`src/rtl/mem_dump_pkg.sv`:
```
// ---------------------------------------------------------------------------
// mem_dump_pkg
// Shared constants for the memory dump sequencer: default parameter values,
// latency-counter width and the FSM state encoding.
// ---------------------------------------------------------------------------
package mem_dump_pkg;

    localparam int ADDR_W_DEF   = 16;
    localparam int DATA_W_DEF   = 32;
    localparam int READ_LAT_DEF = 2;

    // Latency counter is 4 bits wide, which covers READ_LAT up to 15.
    localparam int LAT_W = 4;

    typedef logic [2:0] state_t;

    localparam state_t ST_IDLE    = 3'd0;
    localparam state_t ST_ISSUE   = 3'd1;
    localparam state_t ST_WAIT    = 3'd2;
    localparam state_t ST_PRESENT = 3'd3;
    localparam state_t ST_DONE    = 3'd4;

endpackage

```
`src/rtl/read_latency_timer.sv`:
```
// ---------------------------------------------------------------------------
// read_latency_timer
// Loadable down-counter with a zero flag. Loaded while the sequencer issues
// a read, counted down while it waits for read data.
//
// Ports:
//   clk, rst_n  clock, asynchronous active-low reset
//   load        load cnt with load_val (has priority over en)
//   load_val    value to load
//   en          decrement by one when nonzero
//   zero        cnt == 0
// ---------------------------------------------------------------------------
module read_latency_timer
    import mem_dump_pkg::*;
(
    input  logic             clk,
    input  logic             rst_n,
    input  logic             load,
    input  logic [LAT_W-1:0] load_val,
    input  logic             en,
    output logic             zero
);

    logic [LAT_W-1:0] cnt;

    always_ff @(posedge clk or negedge rst_n) begin
        if (!rst_n) begin
            cnt <= '0;
        end else if (load) begin
            cnt <= load_val;
        end else if (en && cnt != '0) begin
            cnt <= cnt - LAT_W'(1);
        end
    end

    assign zero = (cnt == '0);

endmodule

```
`src/rtl/mem_dump_sequencer.sv`:
```
// ---------------------------------------------------------------------------
// mem_dump_sequencer
// Walks a contiguous range of data-memory addresses through the control
// unit's inference read port and presents each word on a valid/ready
// output towards the board display path.
//
// Ports:
//   clk, rst_n        clock, asynchronous active-low reset
//   start             begin a dump (only looked at while idle)
//   base_addr, count  first address and word count, latched on start
//   infer, infer_addr inference request / read address to control unit
//   infer_data        read data from control unit (READ_LAT cycles later)
//   out_data/out_addr captured word and its address
//   out_valid/ready   output handshake
//   busy              high whenever not idle
//   done              one-cycle pulse at the end of a dump
//   checksum          (only with MEM_DUMP_CHECKSUM_EN) running modular sum
//                     of every transferred word, cleared on start
//
// Build option: define MEM_DUMP_CHECKSUM_EN to add the checksum output.
// ---------------------------------------------------------------------------
module mem_dump_sequencer
    import mem_dump_pkg::*;
#(
    parameter int ADDR_W   = ADDR_W_DEF,
    parameter int DATA_W   = DATA_W_DEF,
    parameter int READ_LAT = READ_LAT_DEF
) (
    input  logic              clk,
    input  logic              rst_n,
    input  logic              start,
    input  logic [ADDR_W-1:0] base_addr,
    input  logic [ADDR_W-1:0] count,
    output logic              infer,
    output logic [ADDR_W-1:0] infer_addr,
    input  logic [DATA_W-1:0] infer_data,
    output logic [DATA_W-1:0] out_data,
    output logic [ADDR_W-1:0] out_addr,
    output logic              out_valid,
    input  logic              out_ready,
    output logic              busy,
    output logic              done
`ifdef MEM_DUMP_CHECKSUM_EN
    ,
    output logic [DATA_W-1:0] checksum
`endif
);

    // ISSUE loads READ_LAT-1 and WAIT spends READ_LAT cycles counting to 0,
    // so data is sampled READ_LAT cycles after the address went out.
    localparam logic [LAT_W-1:0] LAT_INIT = LAT_W'(READ_LAT - 1);

    state_t            state;
    logic [ADDR_W-1:0] cur_addr;
    logic [ADDR_W-1:0] remaining;
    logic              lat_zero;
    logic              xfer;

    assign xfer = (state == ST_PRESENT) && out_ready;

    read_latency_timer u_timer (
        .clk      (clk),
        .rst_n    (rst_n),
        .load     (state == ST_ISSUE),
        .load_val (LAT_INIT),
        .en       (state == ST_WAIT),
        .zero     (lat_zero)
    );

    always_ff @(posedge clk or negedge rst_n) begin
        if (!rst_n) begin
            state     <= ST_IDLE;
            cur_addr  <= '0;
            remaining <= '0;
            out_data  <= '0;
            out_addr  <= '0;
        end else begin
            case (state)
                ST_IDLE: begin
                    if (start) begin
                        cur_addr  <= base_addr;
                        remaining <= count;
                        state     <= (count != '0) ? ST_ISSUE : ST_DONE;
                    end
                end
                ST_ISSUE: state <= ST_WAIT;
                ST_WAIT: begin
                    if (lat_zero) begin
                        out_data <= infer_data;
                        out_addr <= cur_addr;
                        state    <= ST_PRESENT;
                    end
                end
                ST_PRESENT: begin
                    if (xfer) begin
                        remaining <= remaining - ADDR_W'(1);
                        cur_addr  <= cur_addr + ADDR_W'(1);  // wraps naturally
                        state     <= (remaining == ADDR_W'(1)) ? ST_DONE : ST_ISSUE;
                    end
                end
                ST_DONE: state <= ST_IDLE;
                default: state <= ST_IDLE;
            endcase
        end
    end

`ifdef MEM_DUMP_CHECKSUM_EN
    always_ff @(posedge clk or negedge rst_n) begin
        if (!rst_n) begin
            checksum <= '0;
        end else if (state == ST_IDLE && start) begin
            checksum <= '0;
        end else if (xfer) begin
            checksum <= checksum + out_data;
        end
    end
`endif

    // The address register feeds the read port directly; it is stable for
    // the whole ISSUE/WAIT/PRESENT span of each word.
    assign infer_addr = cur_addr;
    assign infer      = (state == ST_ISSUE) || (state == ST_WAIT) || (state == ST_PRESENT);
    assign out_valid  = (state == ST_PRESENT);
    assign busy       = (state != ST_IDLE);
    assign done       = (state == ST_DONE);

endmodule

```
`config.mk`:
```
export PLATFORM = sky130hd
export DESIGN_NAME = mem_dump_sequencer
export DESIGN_NICKNAME = d
export VERILOG_FILES = /design/src/rtl/mem_dump_pkg.sv /design/src/rtl/read_latency_timer.sv /design/src/rtl/mem_dump_sequencer.sv
export SDC_FILE = /design/constraint.sdc
export NUM_CORES = 1
export LEC_CHECK = 0
export ABC_AREA = 1
export BUFFER_PORTS_ARGS = -buffer_cell sky130_fd_sc_hd__buf_2
export CAP_MARGIN = 20
export CORE_MARGIN = 2
export CORE_UTILIZATION = 30
export DETAILED_ROUTE_END_ITERATION = 7
export GPL_ROUTABILITY_DRIVEN = 1
export GPL_TIMING_DRIVEN = 1
export PLACE_DENSITY = 0.53
export SETUP_SLACK_MARGIN = 0.2
export SLEW_MARGIN = 20
export SYNTH_ARGS = -nofsm -noshare
export SYNTH_HDL_FRONTEND = slang
export SYNTH_SLANG_ARGS = --single-unit
```
`constraint.sdc`:
```
create_clock -name clk -period 1.59 [get_ports clk]
set_input_delay 0.318 -clock clk [delete_from_list [all_inputs] [get_ports clk]]
set_output_delay 0.318 -clock clk [all_outputs]
set_load 0.03 [all_outputs]
```
==> impl_metrics.csv, run 1 <==
group,metric,value,unit
power_and_ir_drop,power,17.0,mW
global_routing,grt_first_pass_wirelength,23700,um
worst_setup_path,end_kind,"output port",
place,dp_hpwl,9120,um
routing,routed_via_count,4464,
timing,final_max_slew_viol_count,0,
hold_path,timing.hold.worst_endpoint,"out_data[17]",
cts,clock_transition_at_the_registers_of_the_reported_paths,70,ps
place,port_buffers,135,
worst_setup_path,worst_path_most_repeated_cell,"sky130_fd_sc_hd__inv_2",
power_and_ir_drop,power_switching_share,44.6,%
timing,unrepaired_setup_endpoints_after_global_routing,"true",
timing,min_period_over_period,106,%
cts,htreeDepth,3,
synth,syn_area_per_cell,7.95,um2
cells_and_area,layout.cells.most_common_list,"sky130_fd_sc_hd__nand2_1, sky130_fd_sc_hd__buf_2, sky130_fd_sc_hd__nor2_1",
cells_and_area,area_delta_synth_final,56.3,%
worst_setup_path,critical_path_class,"flop to output port",
status,failing_checks,"setup timing",
worst_setup_path,cp_num_buf_inv,4,
cts,cts_inserted_buffers,9,
power_and_ir_drop,pwr-share-seq,25.0,%
hold_path,hold_path_depth,2,
synth,yosys_warnings,0,
cells_and_area,antennaDiodeCount,0,
worst_setup_path,worst-path-max-fanout,3,
synth,ys_top_cells_by_area,"sky130_fd_sc_hd__dfrtp_1, sky130_fd_sc_hd__nand2_1, sky130_fd_sc_hd__mux2_1",
power_and_ir_drop,intPower,9.40,mW
synth,cell_taking_the_most_area_after_synthesis,"sky130_fd_sc_hd__dfrtp_1",
floorplan,placement_row_count,44,
worst_setup_path,worstSetupStartpointType,"flop",
global_routing,grt_max_degree,31,
floorplan,die_h,127,um
worst_setup_path,worst_r2r_endpoint,"remaining[8]",
worst_setup_path,crit_arrival,1360,ps
synth,post_synth_instance_area,4540,um2
routing,drt_pre_antenna_iters,4,
floorplan,floorplan.die_area,16100,um2
worst_setup_path,reg2reg_slack,0,ps
routing,vias_per_cell,4.67,
global_routing,global_route_congestion_overflow_total,0,
cells_and_area,postLayoutCoreUtil,48.5,%
synth,async_flop_share,100,%
timing,period_needed,1680,ps
synth,yosys.area.top_type_share,48.0,%
routing,drt-total-wl,14700,um
floorplan,initial_util,31.0,%
worst_setup_path,worst_r2r_startpoint,"state[1]",
synth,synth_top_flop_cell,"sky130_fd_sc_hd__dfrtp_1",
place,placedCellCount,890,
power_and_ir_drop,worst_ir_drop_vdd,0.716,mV
place,dp_worst_setup_slack,62.5,ps
timing,worst_slew_pin_slew,440,ps
global_routing,global_route.usage.total,18.6,%
synth,synth_edf_count,0,
status,status,"complete, but fails checks",
run,max_cap_viol_count,0,
cts,clockRootBuffer,"sky130_fd_sc_hd__clkbuf_16",
timing,final.setup_skew,5.94,ps
routing,remaining_drc_errors,0,
routing,routed_wire_length_per_instance,15.4,um
synth,syn_nets,644,
cts,cts.sinks,87,
worst_setup_path,cpMaxStageDelayCell,"sky130_fd_sc_hd__dfrtp_1",
floorplan,floorplan.die.width,127,um
routing,number_of_drc_violations_after_detailed_routing_iteration_0,153,
synth,count_of_cell_types_in_the_netlist,26,
timing,worst_slack,-90.0,ps
power_and_ir_drop,combPwrFrac,61.3,%
hold_path,min-delay-start,"infer_data[17]",
cells_and_area,final_net_count,840,
worst_setup_path,crit_path_cell_trace,"inv_2, nor3_2, inv_2, nand2_2, inv_2, nand2_2, buf_6",
floorplan,core_area,14600,um2
timing,slew_headroom,70.7,%
worst_setup_path,biggest_cell_delay_along_the_critical_path,390,ps
cells_and_area,drive_above_1_share,42.4,%
cells_and_area,finalNonFillerCells,955,
synth,synth_seq_area_share,48.0,%
cts,cts_tree,"built",
power_and_ir_drop,cell_leakage_power,3.63,nW
power_and_ir_drop,clk_pwr_share,13.7,%
worst_setup_path,cp_data_required_time,1270,ps
power_and_ir_drop,p_per_area,2390,nW/um2
worst_setup_path,critical-path-top-delay-family,"flip-flops",
place,gp_routability_congestion,0.819,
timing,max_freq,595,MHz
worst_setup_path,worst-r2r-cell-count,11,
cts,clk-insertion-delay-late,340,ps
synth,netlist_instances,571,
power_and_ir_drop,net-switching-power,7.56,mW
global_routing,first_global_vias,4615,
global_routing,number_of_antenna_violations_at_the_first_check_in_global_routing,0,
cells_and_area,mostFrequentLayoutCell,"sky130_fd_sc_hd__nand2_1",
routing,ant_nets,0,
floorplan,floorplan.io_pins,136,
cts,clock_path_buffers,2,
timing,finalSetupViolations,5,
timing,hold_viol,0,
synth,ys_seq_elements,87,
hold_path,timing.hold.worst.class,"input pin to flop",
timing,worst_hold_slack,210,ps
==> how the worst max path moves through the flow <==
| stage | cells past startpoint | startpoint | endpoint |
|---|---|---|---|
| 2_1_floorplan | 3 | state[1] | infer |
| 3_3_place_gp | 9 | remaining[0] | remaining[8] |
| 3_5_place_dp | 7 | u_timer.cnt[0] | out_data[15] |
| 4_1_cts | 7 | state[0] | infer |
| 5_1_grt | 7 | state[0] | infer |
| 6_report | 7 | state[0] | infer |
==> cells by family after synthesis <==
| group | after synthesis | synth area share, % |
|---|---|---|
| adder cells (fa/ha/maj) | 5 | 1.38 |
| multiplexers | 35 | 8.68 |
| AND/OR/NAND/NOR | 325 | 29.3 |
| AO/OA/AOI/OAI | 50 | 5.68 |
| flip-flops | 87 | 48.0 |
| buffers and inverters | 63 | 5.87 |
| XOR/XNOR | 6 | 1.16 |
==> metal layers <==
layer | share of wire [%] | track usage, % | up-vias
li1 | - | - | 2218
met1 | 45 | 23.9 | 2066
met2 | 47 | 31.1 | 154
met3 | 6.6 | 4.02 | 26
met4 | 1.8 | 6.21 | 0
met5 | 0 | 0 | -
==> registers in the layout, indices dropped and copies added, names as in the netlist <==
register     cells
u_timer.cnt      4
out_addr        16
infer_addr      16
state            3
remaining       16
out_data        32
==> cell type report <==
class / instances / area (um2)
Clock buffer: 10 / 239
Clock inverter: 5 / 82.6
Fill cell: 1384 / 7550
Inverter: 44 / 185
Multi-Input combinational cell: 421 / 2480
Sequential cell: 87 / 2190
Tap cell: 184 / 230
Timing Repair Buffer: 204 / 1690
==> repair_timing <==
item / 4_1_cts / 5_1_grt
hold buffers: 1 / 0
pin swaps: 5 / 10
setup endpoints to repair: 77 / 95
resized for setup: 89 / 77
buffers inserted: 27 / 8
gates cloned: 13 / 1
endpoints found under the hold margin: 28 / 0
==> metrics by stage <==
stage	setup TNS [ps]	area (um2)
finish	-199	7100
detailed placement	0	5600
floorplan	0	4590
global route	-2000	7100
CTS	-762	6810
global placement	0	5600
==> synth_stat cells (all sizes together), types with 2 or more instances <==
cell type / instances
a21oi: 3
buf: 15
clkbuf: 4
dfrtp: 87
ha: 5
inv: 44
mux2: 35
nand2: 176
nand3: 35
nand3b: 5
nand4: 5
nor2: 97
nor3: 5
o21ai: 45
or2: 2
xor2: 6
==> power groups by stage <==
stage                     combinational [mW]  sequential (mW)  clock, mW
after detailed placement                7.11             4.19          0
after floorplan                         3.41             5.63          0
final                                   10.4             4.24       2.32
after CTS                               9.78             4.17       2.37
after global routing                    11.2             4.38       2.45
after global placement                  7.02             4.14          0
(Power assumes the default switching activity.)
==> run 2: changes to the inputs <==
--- a/config.mk
+++ b/config.mk
@@ -10,6 +10,7 @@
 export CAP_MARGIN = 20
 export CORE_MARGIN = 2
 export CORE_UTILIZATION = 30
+export CTS_BUF_LIST = sky130_fd_sc_hd__clkbuf_4 sky130_fd_sc_hd__clkbuf_8
 export DETAILED_ROUTE_END_ITERATION = 7
 export GPL_ROUTABILITY_DRIVEN = 1
 export GPL_TIMING_DRIVEN = 1
==> run 2 against run 1 <==
- cell count is 0.10% lower
- cell area decreased by 1.5%
- worst setup slack worse by 37 ps
- via count rose by 1.2%
- core utilization decreased by 0.72 points
- clock skew up 5.6 ps
- die area unchanged
- clock power down 23%
- first-iteration DRC count rose by 42%
- maximum frequency shrank 2.2%
- highest routed layer unchanged
- global-route usage down 1.0 points
- power decreased by 3.6%
- the flow still finishes with violations (setup timing)
==> impl_metrics.csv, run 2 (same netlist as run 1, synthesis figures left out) <==
group,metric,value,unit
status,status,"complete, but fails checks",
status,failing_checks,"setup timing",
routing,routed_via_count,4516,
routing,vias_per_cell,4.73,
cts,htreeDepth,3,
cts,cts_inserted_buffers,9,
global_routing,first_global_vias,4461,
global_routing,global_route.usage.total,17.5,%
place,port_buffers,135,
floorplan,floorplan.die_area,16100,um2
cells_and_area,layout.cells.most_common_list,"sky130_fd_sc_hd__nand2_1, sky130_fd_sc_hd__buf_2, sky130_fd_sc_hd__nor2_1",
cells_and_area,fill_cells,1395,
timing,worst_slack,-127,ps
floorplan,initial_util,31.0,%
worst_setup_path,cp-endpoint,"infer",
worst_setup_path,crit_arrival,1400,ps
power_and_ir_drop,intPower,8.67,mW
cts,cts_tree,"built",
global_routing,grt_first_pass_wirelength,22500,um
routing,remaining_drc_errors,0,
timing,period_needed,1720,ps
power_and_ir_drop,combPwrFrac,63.2,%
worst_setup_path,worst_r2r_endpoint,"infer_addr[10]",
floorplan,placement_row_count,44,
timing,final.setup_skew,11.6,ps
power_and_ir_drop,clk_pwr_share,10.9,%
routing,routed_wire_length_per_instance,15.1,um
cells_and_area,largest-register,"out_data",
routing,ant_nets,0,
cells_and_area,largest_register_ffs,32,
worst_setup_path,biggest_cell_delay_along_the_critical_path,410,ps
power_and_ir_drop,pwr-share-seq,25.9,%
power_and_ir_drop,worst_ir_drop_vdd,0.730,mV
worst_setup_path,startpoint,"state[0]",
timing,tns,-3160,ps
worst_setup_path,end_kind,"output port",
global_routing,global_route_congestion_overflow_total,0,
worst_setup_path,cp_data_required_time,1270,ps
cts,clk-insertion-delay-late,370,ps
cells_and_area,final_net_count,839,
worst_setup_path,reg2reg_slack,-120,ps
worst_setup_path,critical-path-top-delay-family,"flip-flops",
cells_and_area,drive_above_1_share,41.4,%
cts,clock_transition_at_the_registers_of_the_reported_paths,90,ps
worst_setup_path,cp_num_buf_inv,4,
timing,hold_viol,0,
cells_and_area,area_delta_synth_final,54.0,%
floorplan,floorplan.die.width,127,um
power_and_ir_drop,p_per_area,2340,nW/um2
power_and_ir_drop,power,16.3,mW
cells_and_area,antennaDiodeCount,0,
floorplan,core_area,14600,um2
routing,drt_pre_antenna_iters,4,
worst_setup_path,worstSetupStartpointType,"flop",
hold_path,timing.hold.worst.class,"input pin to flop",
worst_setup_path,cpMaxStageDelayCell,"sky130_fd_sc_hd__dfrtp_1",
timing,final_max_slew_viol_count,0,
power_and_ir_drop,power_switching_share,46.9,%
routing,drt-total-wl,14400,um
global_routing,grt_max_degree,31,
power_and_ir_drop,net-switching-power,7.66,mW
floorplan,die_h,127,um
worst_setup_path,worst_r2r_startpoint,"state[2]",
worst_setup_path,worst-r2r-cell-count,10,
worst_setup_path,worst-path-max-fanout,3,
timing,slew_headroom,71.3,%
timing,unrepaired_setup_endpoints_after_global_routing,"true",
power_and_ir_drop,cell_leakage_power,3.44,nW
global_routing,number_of_antenna_violations_at_the_first_check_in_global_routing,0,
timing,min_period_over_period,108,%
timing,worst_slew_pin_slew,430,ps
place,gp_routability_congestion,0.819,
cts,cts.sinks,87,
timing,finalSetupViolations,56,
cts,clockRootBuffer,"sky130_fd_sc_hd__clkbuf_8",
worst_setup_path,worst_path_most_repeated_cell,"sky130_fd_sc_hd__inv_2",
place,dp_worst_setup_slack,62.5,ps
worst_setup_path,crit_path_cell_trace,"inv_2, nor3_2, inv_1, nand2_1, inv_2, nand2_2, buf_6",
worst_setup_path,critical_path_class,"flop to output port",
cells_and_area,mostFrequentLayoutCell,"sky130_fd_sc_hd__nand2_1",
run,max_cap_viol_count,0,
timing,max_freq,582,MHz
place,dp_hpwl,9120,um
cts,clock_path_buffers,2,
worst_setup_path,critical_path_depth,7,
routing,number_of_drc_violations_after_detailed_routing_iteration_0,218,
floorplan,floorplan.io_pins,136,
## run 2: final cells by class
cell class | instances | area (um2) | area share (%)
clock buffer | 10 | 138 | 1.97
clock inverter | 5 | 82.6 | 1.18
inverter | 44 | 183 | 2.61
multi-input combinational | 421 | 2470 | 35.3
sequential | 87 | 2190 | 31.4
tap | 184 | 230 | 3.29
timing repair buffer | 203 | 1700 | 24.3
## run 2: power groups by stage
stage	Combinational, mW	Clock (mW)	Sequential [mW]
2_1_floorplan	3.41	0	5.63
3_3_place_gp	7.02	0	4.14
3_5_place_dp	7.11	0	4.19
4_1_cts	9.04	1.83	4.16
5_1_grt	11.2	1.90	4.39
6_report	10.3	1.78	4.23
## run 2: metal layers
metal,wire (um),vias up,global-route usage (%)
li1,-,2214,-
met1,6410,2113,22.7
met2,6710,159,29.3
met3,858,30,3.31
met4,404,0,6.79
met5,0,-,0
## run 2: worst register-to-register path, stage by stage (launching register included)
cell                      delay [ps]
sky130_fd_sc_hd__dfrtp_1         410
sky130_fd_sc_hd__inv_2           130
sky130_fd_sc_hd__nand3_4         120
sky130_fd_sc_hd__buf_6           140
sky130_fd_sc_hd__o21ai_4         200
sky130_fd_sc_hd__nand2_8         140
sky130_fd_sc_hd__buf_12          160
sky130_fd_sc_hd__buf_16          140
sky130_fd_sc_hd__nor2_4           80
sky130_fd_sc_hd__nand2_1          60
sky130_fd_sc_hd__o21ai_1          70
## run 2: per-stage QoR
step / hold WS, ps / area [um2] / utilization, % / cells
floorplan: 22.4 / 4590 / - / 571
global placement: 285 / 5600 / 38.3 / 890
detailed placement: 291 / 5600 / 38.3 / 890
CTS: 138 / 6540 / 44.7 / 941
global route: 142 / 6990 / 47.7 / 954
finish: 154 / 6990 / 47.7 / 954
## run 2: repair_timing
action,4_1_cts,5_1_grt
hold buffers,1,0
setup buffers,25,7
pin swaps,3,22
gates resized for setup,66,88
endpoints found under the setup margin,82,98
cloned,10,6
endpoints found under the hold margin,28,0
## run 2: worst min-delay path by stage
stage | start | to | slack [ps] | cells past startpoint
after floorplan | rst_n | infer_addr[0] | 20 | 0
after global placement | rst_n | out_data[0] | 290 | 1
after detailed placement | rst_n | out_data[0] | 290 | 1
after CTS | infer_data[20] | out_data[20] | 140 | 2
after global routing | infer_data[30] | out_data[30] | 140 | 2
final | infer_data[17] | out_data[17] | 150 | 2
